File: config.mk
export PLATFORM = sky130hd
export DESIGN_NAME = burst_axi_master
export DESIGN_NICKNAME = d
export VERILOG_FILES = /design/src/rtl/axi_pkg.sv /design/src/rtl/axi_cmd_check.sv /design/src/rtl/burst_axi_master.sv
export SDC_FILE = /design/constraint.sdc
export NUM_CORES = 1
export LEC_CHECK = 0
export CORE_AREA = 4 4 138 127
export CTS_CLUSTER_DIAMETER = 120
export CTS_CLUSTER_SIZE = 8
export DETAILED_ROUTE_END_ITERATION = 8
export DIE_AREA = 0 0 142 131
export GPL_TIMING_DRIVEN = 1
export PLACE_DENSITY = 0.77
export SLEW_MARGIN = 20
export SYNTH_ARGS = -nofsm -noshare
export SYNTH_HDL_FRONTEND = slang
export SYNTH_HIERARCHICAL = 1
export SYNTH_SLANG_ARGS = --single-unit
File: constraint.sdc
create_clock -name i_clk -period 4.2 [get_ports i_clk]
set_input_delay 0.84 -clock i_clk [delete_from_list [all_inputs] [get_ports i_clk]]
set_output_delay 0.84 -clock i_clk [all_outputs]
set_load 0.02 [all_outputs]
File: src/rtl/axi_pkg.sv
// Shared AXI4 types, constants and the FSM state encoding for burst_axi_master.
package axi_pkg;

  typedef enum logic [1:0] {
    OKAY   = 2'b00,
    EXOKAY = 2'b01,
    SLVERR = 2'b10,
    DECERR = 2'b11
  } axi_resp_e;

  typedef enum logic [2:0] {
    SIZE_1B   = 3'd0,
    SIZE_2B   = 3'd1,
    SIZE_4B   = 3'd2,
    SIZE_8B   = 3'd3,
    SIZE_16B  = 3'd4,
    SIZE_32B  = 3'd5,
    SIZE_64B  = 3'd6,
    SIZE_128B = 3'd7
  } axi_size_e;

  localparam logic [1:0] AXI_BURST_INCR    = 2'b01;
  localparam logic [3:0] AXI_CACHE_DEFAULT = 4'b0011;

  typedef enum logic [2:0] {
    S_IDLE = 3'd0,
    S_AW   = 3'd1,
    S_W    = 3'd2,
    S_B    = 3'd3,
    S_AR   = 3'd4,
    S_R    = 3'd5,
    S_RSP  = 3'd6
  } state_e;

  // The response encoding already increases with severity.
  function automatic axi_resp_e worst_resp(input axi_resp_e a, input axi_resp_e b);
    return (a > b) ? a : b;
  endfunction

endpackage

File: src/rtl/axi_cmd_check.sv
// Combinational command validity check: size, alignment, burst length and 4 KiB crossing.
module axi_cmd_check
  import axi_pkg::*;
#(
  parameter int unsigned DATA_WIDTH = 32,
  parameter int unsigned ADDR_WIDTH = 32,
  parameter int unsigned MAX_LEN    = 16
) (
  input  logic [ADDR_WIDTH-1:0] i_addr,
  input  logic [2:0]            i_size,
  input  logic [7:0]            i_len,
  output logic                  o_invalid
);

  localparam int unsigned FullSize = $clog2(DATA_WIDTH / 8);

  logic [8:0]  beats;
  logic [7:0]  align_mask;
  logic [16:0] end_off;
  logic        size_bad, align_bad, len_bad, narrow_burst, crosses_4k;

  always_comb begin
    beats        = {1'b0, i_len} + 9'd1;
    align_mask   = (8'd1 << i_size) - 8'd1;
    end_off      = 17'(i_addr[11:0]) + (17'(beats) << i_size);
    size_bad     = 32'(i_size) > FullSize;
    align_bad    = (i_addr[7:0] & align_mask) != 8'd0;
    len_bad      = 32'(beats) > MAX_LEN;
    narrow_burst = (i_len != 8'd0) && (32'(i_size) != FullSize);
    crosses_4k   = end_off > 17'd4096;
    o_invalid    = size_bad | align_bad | len_bad | narrow_burst | crosses_4k;
  end

endmodule

File: src/rtl/burst_axi_master.sv
// Single-command AXI4 INCR burst master with write/read data streams and one response per command.
// Optional: define BURST_AXI_MASTER_LATENCY_EN to add the o_latency accept-to-response counter.
module burst_axi_master
  import axi_pkg::*;
#(
  parameter int unsigned DATA_WIDTH = 32,
  parameter int unsigned ADDR_WIDTH = 32,
  parameter int unsigned MAX_LEN    = 16
) (
  input  logic                    i_clk,
  input  logic                    i_rst,
  input  logic                    i_cmd_valid,
  output logic                    o_cmd_ready,
  input  logic                    i_cmd_write,
  input  logic [ADDR_WIDTH-1:0]   i_cmd_addr,
  input  logic [2:0]              i_cmd_size,
  input  logic [7:0]              i_cmd_len,
  input  logic                    i_wd_valid,
  output logic                    o_wd_ready,
  input  logic [DATA_WIDTH-1:0]   i_wd_data,
  output logic                    o_rd_valid,
  input  logic                    i_rd_ready,
  output logic [DATA_WIDTH-1:0]   o_rd_data,
  output logic                    o_rd_last,
  output logic                    o_rsp_valid,
  input  logic                    i_rsp_ready,
  output logic [1:0]              o_rsp_code,
  output logic                    o_rsp_invalid,
`ifdef BURST_AXI_MASTER_LATENCY_EN
  output logic [31:0]             o_latency,
`endif
  output logic                    o_busy,
  output logic [ADDR_WIDTH-1:0]   m_axi_awaddr,
  output logic [7:0]              m_axi_awlen,
  output logic [2:0]              m_axi_awsize,
  output logic [1:0]              m_axi_awburst,
  output logic                    m_axi_awlock,
  output logic [3:0]              m_axi_awcache,
  output logic [2:0]              m_axi_awprot,
  output logic [3:0]              m_axi_awqos,
  output logic                    m_axi_awvalid,
  input  logic                    m_axi_awready,
  output logic [DATA_WIDTH-1:0]   m_axi_wdata,
  output logic [DATA_WIDTH/8-1:0] m_axi_wstrb,
  output logic                    m_axi_wlast,
  output logic                    m_axi_wvalid,
  input  logic                    m_axi_wready,
  input  logic [1:0]              m_axi_bresp,
  input  logic                    m_axi_bvalid,
  output logic                    m_axi_bready,
  output logic [ADDR_WIDTH-1:0]   m_axi_araddr,
  output logic [7:0]              m_axi_arlen,
  output logic [2:0]              m_axi_arsize,
  output logic [1:0]              m_axi_arburst,
  output logic                    m_axi_arlock,
  output logic [3:0]              m_axi_arcache,
  output logic [2:0]              m_axi_arprot,
  output logic [3:0]              m_axi_arqos,
  output logic                    m_axi_arvalid,
  input  logic                    m_axi_arready,
  input  logic [DATA_WIDTH-1:0]   m_axi_rdata,
  input  logic [1:0]              m_axi_rresp,
  input  logic                    m_axi_rlast,
  input  logic                    m_axi_rvalid,
  output logic                    m_axi_rready
);

  localparam int unsigned StrbW = DATA_WIDTH / 8;
  localparam int unsigned OffW  = $clog2(StrbW);

  state_e                state_q, state_d;
  logic [ADDR_WIDTH-1:0] addr_q, addr_d;
  logic [2:0]            size_q, size_d;
  logic [7:0]            len_q, len_d;
  logic [7:0]            cnt_q, cnt_d;
  axi_resp_e             resp_q, resp_d;
  logic                  invalid_q, invalid_d;

  logic                  cmd_invalid;
  logic                  last_beat;
  logic [OffW-1:0]       off;
  logic [StrbW-1:0]      strb_mask;
  logic [DATA_WIDTH-1:0] data_mask;

  axi_cmd_check #(
    .DATA_WIDTH(DATA_WIDTH),
    .ADDR_WIDTH(ADDR_WIDTH),
    .MAX_LEN   (MAX_LEN)
  ) u_cmd_check (
    .i_addr   (i_cmd_addr),
    .i_size   (i_cmd_size),
    .i_len    (i_cmd_len),
    .o_invalid(cmd_invalid)
  );

  assign last_beat = (cnt_q == len_q);

  always_comb begin
    state_d       = state_q;
    addr_d        = addr_q;
    size_d        = size_q;
    len_d         = len_q;
    cnt_d         = cnt_q;
    resp_d        = resp_q;
    invalid_d     = invalid_q;
    o_cmd_ready   = 1'b0;
    o_wd_ready    = 1'b0;
    o_rd_valid    = 1'b0;
    o_rd_last     = 1'b0;
    o_rsp_valid   = 1'b0;
    m_axi_awvalid = 1'b0;
    m_axi_wvalid  = 1'b0;
    m_axi_wlast   = 1'b0;
    m_axi_bready  = 1'b0;
    m_axi_arvalid = 1'b0;
    m_axi_rready  = 1'b0;
    unique case (state_q)
      S_IDLE: begin
        o_cmd_ready = 1'b1;
        if (i_cmd_valid) begin
          addr_d = i_cmd_addr;
          size_d = i_cmd_size;
          len_d  = i_cmd_len;
          cnt_d  = 8'd0;
          if (cmd_invalid) begin
            invalid_d = 1'b1;
            resp_d    = SLVERR;
            state_d   = S_RSP;
          end else begin
            invalid_d = 1'b0;
            resp_d    = OKAY;
            state_d   = i_cmd_write ? S_AW : S_AR;
          end
        end
      end
      S_AW: begin
        m_axi_awvalid = 1'b1;
        if (m_axi_awready) state_d = S_W;
      end
      S_W: begin
        m_axi_wvalid = i_wd_valid;
        m_axi_wlast  = last_beat;
        o_wd_ready   = m_axi_wready;
        if (i_wd_valid && m_axi_wready) begin
          cnt_d = cnt_q + 8'd1;
          if (last_beat) state_d = S_B;
        end
      end
      S_B: begin
        m_axi_bready = 1'b1;
        if (m_axi_bvalid) begin
          resp_d  = axi_resp_e'(m_axi_bresp);
          state_d = S_RSP;
        end
      end
      S_AR: begin
        m_axi_arvalid = 1'b1;
        if (m_axi_arready) state_d = S_R;
      end
      S_R: begin
        m_axi_rready = i_rd_ready;
        o_rd_valid   = m_axi_rvalid;
        o_rd_last    = m_axi_rvalid & (m_axi_rlast | last_beat);
        if (m_axi_rvalid && i_rd_ready) begin
          cnt_d  = cnt_q + 8'd1;
          resp_d = worst_resp(resp_q, axi_resp_e'(m_axi_rresp));
          // A short burst from the slave is an error, but never hides a DECERR.
          if (m_axi_rlast && !last_beat) resp_d = worst_resp(resp_d, SLVERR);
          if (m_axi_rlast || last_beat) state_d = S_RSP;
        end
      end
      S_RSP: begin
        o_rsp_valid = 1'b1;
        if (i_rsp_ready) state_d = S_IDLE;
      end
      default: state_d = S_IDLE;
    endcase
  end

  // Narrow single beats are placed on their byte lane; full-width beats have offset 0.
  always_comb begin
    off = addr_q[OffW-1:0];
    for (int i = 0; i < StrbW; i++) begin
      strb_mask[i]       = (32'(i) >> size_q) == 32'd0;
      data_mask[8*i +: 8] = {8{strb_mask[i]}};
    end
    m_axi_wstrb = strb_mask << off;
    m_axi_wdata = i_wd_data << {off, 3'b000};
    o_rd_data   = (m_axi_rdata >> {off, 3'b000}) & data_mask;
  end

  always_ff @(posedge i_clk) begin
    if (i_rst) begin
      state_q   <= S_IDLE;
      addr_q    <= '0;
      size_q    <= 3'd0;
      len_q     <= 8'd0;
      cnt_q     <= 8'd0;
      resp_q    <= OKAY;
      invalid_q <= 1'b0;
    end else begin
      state_q   <= state_d;
      addr_q    <= addr_d;
      size_q    <= size_d;
      len_q     <= len_d;
      cnt_q     <= cnt_d;
      resp_q    <= resp_d;
      invalid_q <= invalid_d;
    end
  end

`ifdef BURST_AXI_MASTER_LATENCY_EN
  logic [31:0] cyc_q, lat_q;

  always_ff @(posedge i_clk) begin
    if (i_rst) begin
      cyc_q <= 32'd0;
      lat_q <= 32'd0;
    end else begin
      if (state_q == S_IDLE && i_cmd_valid) cyc_q <= 32'd1;
      else if (cyc_q != 32'hFFFF_FFFF)      cyc_q <= cyc_q + 32'd1;
      if (state_d == S_RSP && state_q != S_RSP) begin
        lat_q <= (state_q == S_IDLE) ? 32'd1 : cyc_q;
      end
    end
  end

  assign o_latency = lat_q;
`endif

  assign o_rsp_code    = resp_q;
  assign o_rsp_invalid = invalid_q;
  assign o_busy        = (state_q != S_IDLE);

  assign m_axi_awaddr  = addr_q;
  assign m_axi_awlen   = len_q;
  assign m_axi_awsize  = size_q;
  assign m_axi_awburst = AXI_BURST_INCR;
  assign m_axi_awlock  = 1'b0;
  assign m_axi_awcache = AXI_CACHE_DEFAULT;
  assign m_axi_awprot  = 3'b000;
  assign m_axi_awqos   = 4'b0000;
  assign m_axi_araddr  = addr_q;
  assign m_axi_arlen   = len_q;
  assign m_axi_arsize  = size_q;
  assign m_axi_arburst = AXI_BURST_INCR;
  assign m_axi_arlock  = 1'b0;
  assign m_axi_arcache = AXI_CACHE_DEFAULT;
  assign m_axi_arprot  = 3'b000;
  assign m_axi_arqos   = 4'b0000;

endmodule

==> results.md, run 1 <==
* H-tree levels at 3
* Vias in the first global route at roughly 6,400
* Pwr Density at 452 nW/um^2
* Die Area at roughly 19,000 sq um
* Sink Count at 57
* Max Clk Rate at roughly 0.24 GHz
* Worst reg-to-reg setup slack at 2.09 ns
* Total grt overflow at 0
* Crit Path Max Fanout at 5
* Top-count cell post-synth: nand2_1
* Mapped cell area at about 5500 sq um
* Startpoint types: input port
* Final Critical Period at 4.12 ns
* Final wirelength at approximately 22,000 um
* Top Ports at approximately 320
* Synth area leader: dfxtp_1
* Slew Limit Headroom at between 50% and 60%
* FILL cells at 1,424
* Remaining antenna violation count at 0
* Final Util at between 50% and 60%
* Gpl congestion at between 0.9 and 1
* Worst-margin pin slew at around 0.66 ns
* Mean post-synth cell area at around 7 sq um
* Post-synth EDFFs at 0
* Die width at approximately 140 um
* Largest net degree at the start of global routing at 65
* Post-route DRC at 0
* Top cells by area, synth: dfxtp_1 (21%), buf_4 (9.8%), mux2i_1 (9.4%)
* Clock Skews at 0.00424 ns
* Main synth FF type: dfxtp_1
* Sequential area share after synthesis at 20.6%
* WP data arrival at ~4.4 ns
* First-pass GRT wire length at about 34,000 um
* Nets at 1,215
* Cts hold-fix bufs at 0
* Hold crit path type: register to register
* Root Driver: clkbuf_16
* Drt first pass iters at 5
* Worst vdd ir at around 0.00028 V
* Fin crit share at 98.2%
* # port buffers at about 290
* Area growth syn-to-layout at 72.2%
* Leakage at approximately 3.6 nW
* CTS tree: done
* Rows at between 40 and 50
* Synth top area share at slightly above 20%
* Chip Height at about 130 um
* CP Capture Type: register
* Vias post-DR at between 6,000 and 7,000
* Antenna violations before repair at 0
* Hpwl dp at about 17,000 um
* GRT Total Usage at 22.4%
* Routed vias/inst at roughly 5.1
* RSZ-0062 raised after global routing: yes
* CP required at about 4.4 ns
* FF+latch count, synth at between 50 and 60
* 1st-iter DRT viols at 286
* Antenna Cells at 0
* Clock latency on the worst-skew pair at around 0.33 ns
* CTS Buffer Depth at 2
* Cells after synthesis at 770
* Top post-synthesis cells by count: nand2_1 (119), a21oi_1 (87), buf_4 (72)
* CTS buffer count at 9
* Run status: finished clean
* Setup Viol. Count Final at 0
* Number of distinct library cells after synthesis at between 70 and 80
* Final Max Tran Viols at 0
* Layout cells sized above 1 at approximately 19%
* Final hold viol count at 0
* Worst-path clk slew at approximately 0.06 ns
* WS Path Type: input port to register
* Initial core utilization at approximately a third
* Ys async rst share at 0%
* Core area at 16,000 sq um
* MaxCap Viol Count at 0
* Yosys synthesis warning count at 6
* Routed WL per cell at between 15 and 20 um
* PnR Total Power at approximately 4.3 mW
[metrics by stage]
step / worst slack [ns] / area [sq um] / TNS (ns) / std cells / hold WS [ns]
3_3_place_gp: -0.975 / 8660 / -4.13 / 1254 / 0.447
4_1_cts: -0.00339 / 9200 / -0.00339 / 1280 / 0.462
3_5_place_dp: -1.07 / 8660 / -4.48 / 1254 / 0.455
6_report: 0.0753 / 9530 / 0 / 1283 / 0.454
5_1_grt: -0.128 / 9530 / -0.195 / 1283 / 0.496
2_1_floorplan: 0.00789 / 5640 / 0 / 796 / 0.480
[per-layer routing]
layer,vias to the layer above,global-route usage (%),part of all wire (%)
li1,3195,-,-
met3,35,4.04,6.6
met5,-,0,0
met4,0,7.39,2.3
met1,3091,27.6,41
met2,271,39.5,50
[sequential cells by signal, summed over array words and instances (netlist names)]
| signal | count |
|---|---|
| m_axi_araddr | 32 |
| m_axi_arlen | 8 |
| m_axi_arsize | 3 |
| o_rsp_code | 2 |
| cnt_q | 8 |
| state_q | 3 |
| o_rsp_invalid | 1 |
[where the power goes]
part	internal, mW	switching [mW]
clock network	0.475	0.272
registers	0.649	0.161
logic	1.26	1.49
total	2.39	1.92
[final timing paths]
kind / start / to / cells past startpoint
max reg2reg: state_q[2] / m_axi_arlen[4] / 5
min: o_rsp_invalid / o_rsp_invalid / 2
max: i_cmd_len[0] / state_q[0] / 19
min reg2reg: o_rsp_invalid / o_rsp_invalid / 2
[cell type report]
| type | count | area, sq um | share of cell area [%] |
|---|---|---|---|
| inverters | 20 | 77.6 | 0.814 |
| multi-input cells | 600 | 4110 | 43.1 |
| repair buffers | 383 | 3640 | 38.1 |
| well taps | 207 | 259 | 2.72 |
| clock buffers | 10 | 239 | 2.51 |
| flip-flops and latches | 57 | 1140 | 12.0 |
| clock inverters | 6 | 67.6 | 0.709 |
[cells by family (layout without fill, tap and decap cells)]
group                      Yosys count  in the layout  share of synthesized area (%)
other                                2             28                          0.136
muxes                               54             54                           9.81
buffers and inverters              139            419                           14.9
xor gates and xnor gates            19             19                           3.01
AOI/OAI and AO/OA                  195            195                           22.6
and+or+nand+nor                    284            284                           24.3
DFF                                 57             57                           20.6
adders and majority gates           20             20                           4.66
[cell usage in the layout, fill, tap and decap left out, types with 4 or more instances in the layout]
master / Yosys / routed
and2_1: 20 / 18
ha_1: 19 / 13
mux2i_2: 0 / 5
dfxtp_1: 57 / 55
clkbuf_2: 0 / 4
inv_1: 19 / 16
o21ai_0: 27 / 22
nand4_1: 4 / 4
nand3_1: 10 / 7
nand2_1: 119 / 115
nor2b_1: 20 / 20
buf_6: 3 / 7
a2111oi_4: 0 / 4
ha_4: 0 / 4
a211oi_1: 23 / 22
o21ai_1: 2 / 4
nor2_1: 58 / 56
nand2b_1: 7 / 7
and3_1: 6 / 5
o211ai_1: 4 / 4
nor3_2: 1 / 6
xnor2_1: 12 / 11
clkbuf_16: 0 / 9
xor2_1: 7 / 6
nor3_1: 14 / 9
mux2i_1: 52 / 45
conb_1: 2 / 28
buf_4: 72 / 83
clkdlybuf4s50_1: 0 / 281
a21oi_1: 87 / 81
a21oi_2: 2 / 7
[critical path: stages]
cell       delay [ns]
buf_8            0.11
buf_4            0.14
and3_2           0.24
a211oi_1         0.30
nor3_2           0.10
mux2i_1          0.24
buf_4            0.16
o22ai_1          0.09
ha_1             0.39
nand3_1          0.18
o21ai_0          0.25
nor3_2           0.10
nor4_4           0.31
o2111ai_2        0.18
inv_2            0.11
a21oi_2          0.06
mux2i_1          0.17
a41oi_2          0.13
a311oi_1         0.23
[repair_timing]
item                                   4_1_cts  5_1_grt
pin swaps                                   27       31
endpoints found under the hold margin        0        0
setup endpoints to repair                    5        4
buffers inserted                            10        2
resized for setup                           57       76
gates cloned                                 0        1
Note: power is estimated with default switching activity, not from simulation.
==> inputs of run 2 (changes only) <==
==> constraint.sdc (replaced) <==
create_clock -name i_clk -period 4.2 [get_ports i_clk]
set_input_delay 0.42 -clock i_clk [delete_from_list [all_inputs] [get_ports i_clk]]
set_output_delay 0.42 -clock i_clk [all_outputs]
set_load 0.02 [all_outputs]
==> run 2 against run 1 <==
Power is 3.2% lower. Clock skew is 0.0026 ns higher. Highest routed layer unchanged. Register-to-register slack worse by 0.16 ns. Clock-buffer cell count stayed put. Cell area is 5.4% lower. First-iteration DRC count is 6.3% higher. Global-route usage is 0.92 points lower. Non-clock buffer count is 28 lower. Die area stayed put. Clock power hardly changed. Sequential power is 4.4% higher. Hold slack worse by 0.0028 ns.
==> results.md, run 2 (synthesis gave the netlist of run 1 again) <==
* Leakage at 3.43 nW
* Setup ws final at between 0.1 and 0.15 ns
* Worst-path clk slew at around 0.060 ns
* Pwr Density at between 400 and 500 nW/um^2
* PnR Total Power at 4.17 mW
* Sw Ratio at between 40% and 50%
* Antenna Cells at 0
* Crit Path Max Fanout at 7
* Worst vdd ir at 0.000253 V
* Vias in the first global route at just over 6,000
* WP data arrival at 4.32 ns
* H-tree levels at 3
* WS Path Type: input port to register
* Critical path, cell by cell: clkdlybuf4s50_1, buf_4, nor2b_1, a311oi_2, nor3_2, o21ai_2, o22ai_2, ha_1, a2111o_1, o21bai_4, a2111oi_2, o31ai_1, a21oi_1, o2111ai_2, inv_1, a21oi_2, mux2i_1, a41oi_1, a311oi_1
* Fin crit share at 97.2%
* Clk pwr share at between 10% and 20%
* CTS tree: done
* Antenna violations before repair at 0
* Clock Skews at ~0.0068 ns
* Post-Place Worst Slack at -0.582 ns
* Drt first pass iters at 4
* Cts hold-fix bufs at 0
* Max reg flops at 32
* Final wirelength at around 22,000 um
* RR Startpoint: state_q[2]
* Final Util at a little under three fifths
* Hold slack at 0.451 ns
* # port buffers at a little under 300
* Sink Count at between 50 and 60
* Vias post-DR at around 6,400
* Most common cell after layout, fill and taps aside: clkdlybuf4s50_1
* CP Capture Type: register
* Internal at approximately 2.3 mW
* MaxCap Viol Count at 0
* Top Ports at about 320
* CTS Buffer Depth at 2
* Gpl congestion at ~0.91
* Hold wc startpoint: o_rsp_invalid
* Root Driver: clkbuf_16
* Comb power frac at between 60% and 70%
* Final Max Tran Viols at 0
* Endpoint, Worst Hold: o_rsp_invalid
* Slew Limit Headroom at 31.3%
* Worst path bufs/invs at 3
* Die width at roughly 140 um
* Startpoint types: input port
* Final hold viol count at 0
* Net Switching at around 1.9 mW
* Final setup TNS at 0 ns
* FILL cells at about 1,500
* First-pass GRT wire length at 32,300 um
* Reg2reg end: m_axi_araddr[7]
* Slowest-stage cell, CP: clkdlybuf4s50_1
* GRT Total Usage at between 20% and 30%
* Setup Viol. Count Final at 0
* Nets at 1,187
* Slowest stage delay, CP at ~0.44 ns
* Rows at 44
* Routed vias/inst at between 5 and 6
* Largest net degree at the start of global routing at 59
* 1st-iter DRT viols at between 300 and 400
* CTS buffer count at 9
* Post-route DRC at 0
* Reg power frac at between 20% and 30%
* Final Critical Period at slightly above 4 ns
* Hpwl dp at 16,700 um
* Crit-path leading delay family: compound AO/OA/AOI/OAI gates
* R2r worst-path depth at 5
* Chip Height at around 130 um
* Total grt overflow at 0
* Area growth syn-to-layout at 62.9%
* Hold crit path type: register to register
* Initial core utilization at 34.6%
* Remaining antenna violation count at 0
* Worst-margin pin slew at ~1 ns
* Routed WL per cell at between 15 and 20 um
* Run status: finished clean
* Max Clk Rate at between 0.2 and 0.25 GHz
* CP required at ~4.4 ns
* Worst reg-to-reg setup slack at 1.93 ns
* Clock latency on the worst-skew pair at about 0.33 ns
* Hold Path Cell Cnt at 2
* Most frequent cells in the layout: clkdlybuf4s50_1 (287), nand2_1 (119), a21oi_1 (83)
* Core area at between 15,000 and 20,000 sq um
* Die Area at roughly 19,000 sq um
* WP depth at 19
* Layout cells sized above 1 at between 10 and 15%
==> run 2: changes by cell type in the layout (fill, tap and decap cells not counted), moves of 4 or more <==
| cell | change |
|---|---|
| buf_4 | -23 |
| buf_6 | -5 |
| clkbuf_2 | -4 |
| clkdlybuf4s50_1 | +6 |
| mux2i_1 | +4 |
| nand2_1 | +4 |
| o21ai_0 | +4 |
==> run 2: how the worst max path moves through the flow <==
stage / startpoint / endpoint
6_report: i_cmd_len[5] / state_q[0]
5_1_grt: i_cmd_len[3] / o_rsp_code[1]
4_1_cts: i_cmd_len[0] / state_q[0]
3_5_place_dp: i_cmd_len[1] / state_q[0]
3_3_place_gp: i_cmd_len[1] / state_q[0]
2_1_floorplan: i_cmd_len[0] / state_q[0]
==> run 2: cell type report <==
class	instances	area [sq um]	area share (%)
inverter	20	75.1	0.833
tap	207	259	2.87
timing repair buffer	355	3410	37.8
multi-input combinational	600	3820	42.4
sequential	57	1140	12.7
clock inverter	6	67.6	0.749
clock buffer	10	239	2.65
==> run 2: power by group through the flow <==
stage	registers (mW)	clock network, mW	logic (mW)
after global routing	0.870	0.787	2.76
after floorplan	0.847	0	1.52
after detailed placement	0.854	0	2.53
after global placement	0.852	0	2.52
after CTS	0.846	0.761	2.55
final	0.846	0.746	2.58
==> run 2: metrics by stage <==
step,cell area (sq um),cells
after detailed placement,8500,1234
after floorplan,5630,796
after CTS,8820,1251
final,9020,1255
after global placement,8500,1234
after global routing,9020,1255
==> run 2: repair_timing <==
item,CTS,global route
setup buffers,1,3
endpoints found under the setup margin,3,3
pin swaps,1,8
gates resized for setup,8,31
==> run 2: worst reg2reg max path, delay by kind of cell, from the launching register on <==
kind	cells	cell delay, ns
AOI/OAI and AO/OA	1	0.16
and+or+nand+nor	3	0.88
buffers and inverters	1	0.41
DFF	1	0.75
==> run 2: per-layer routing <==
layer / share of wire [%] / vias up / GRT usage, %
met4: 2.7 / 0 / 7.96
met3: 7.1 / 29 / 4.33
met2: 50 / 267 / 37.7
met5: 0 / - / 0
met1: 41 / 3004 / 26.1
li1: - / 3136 / -
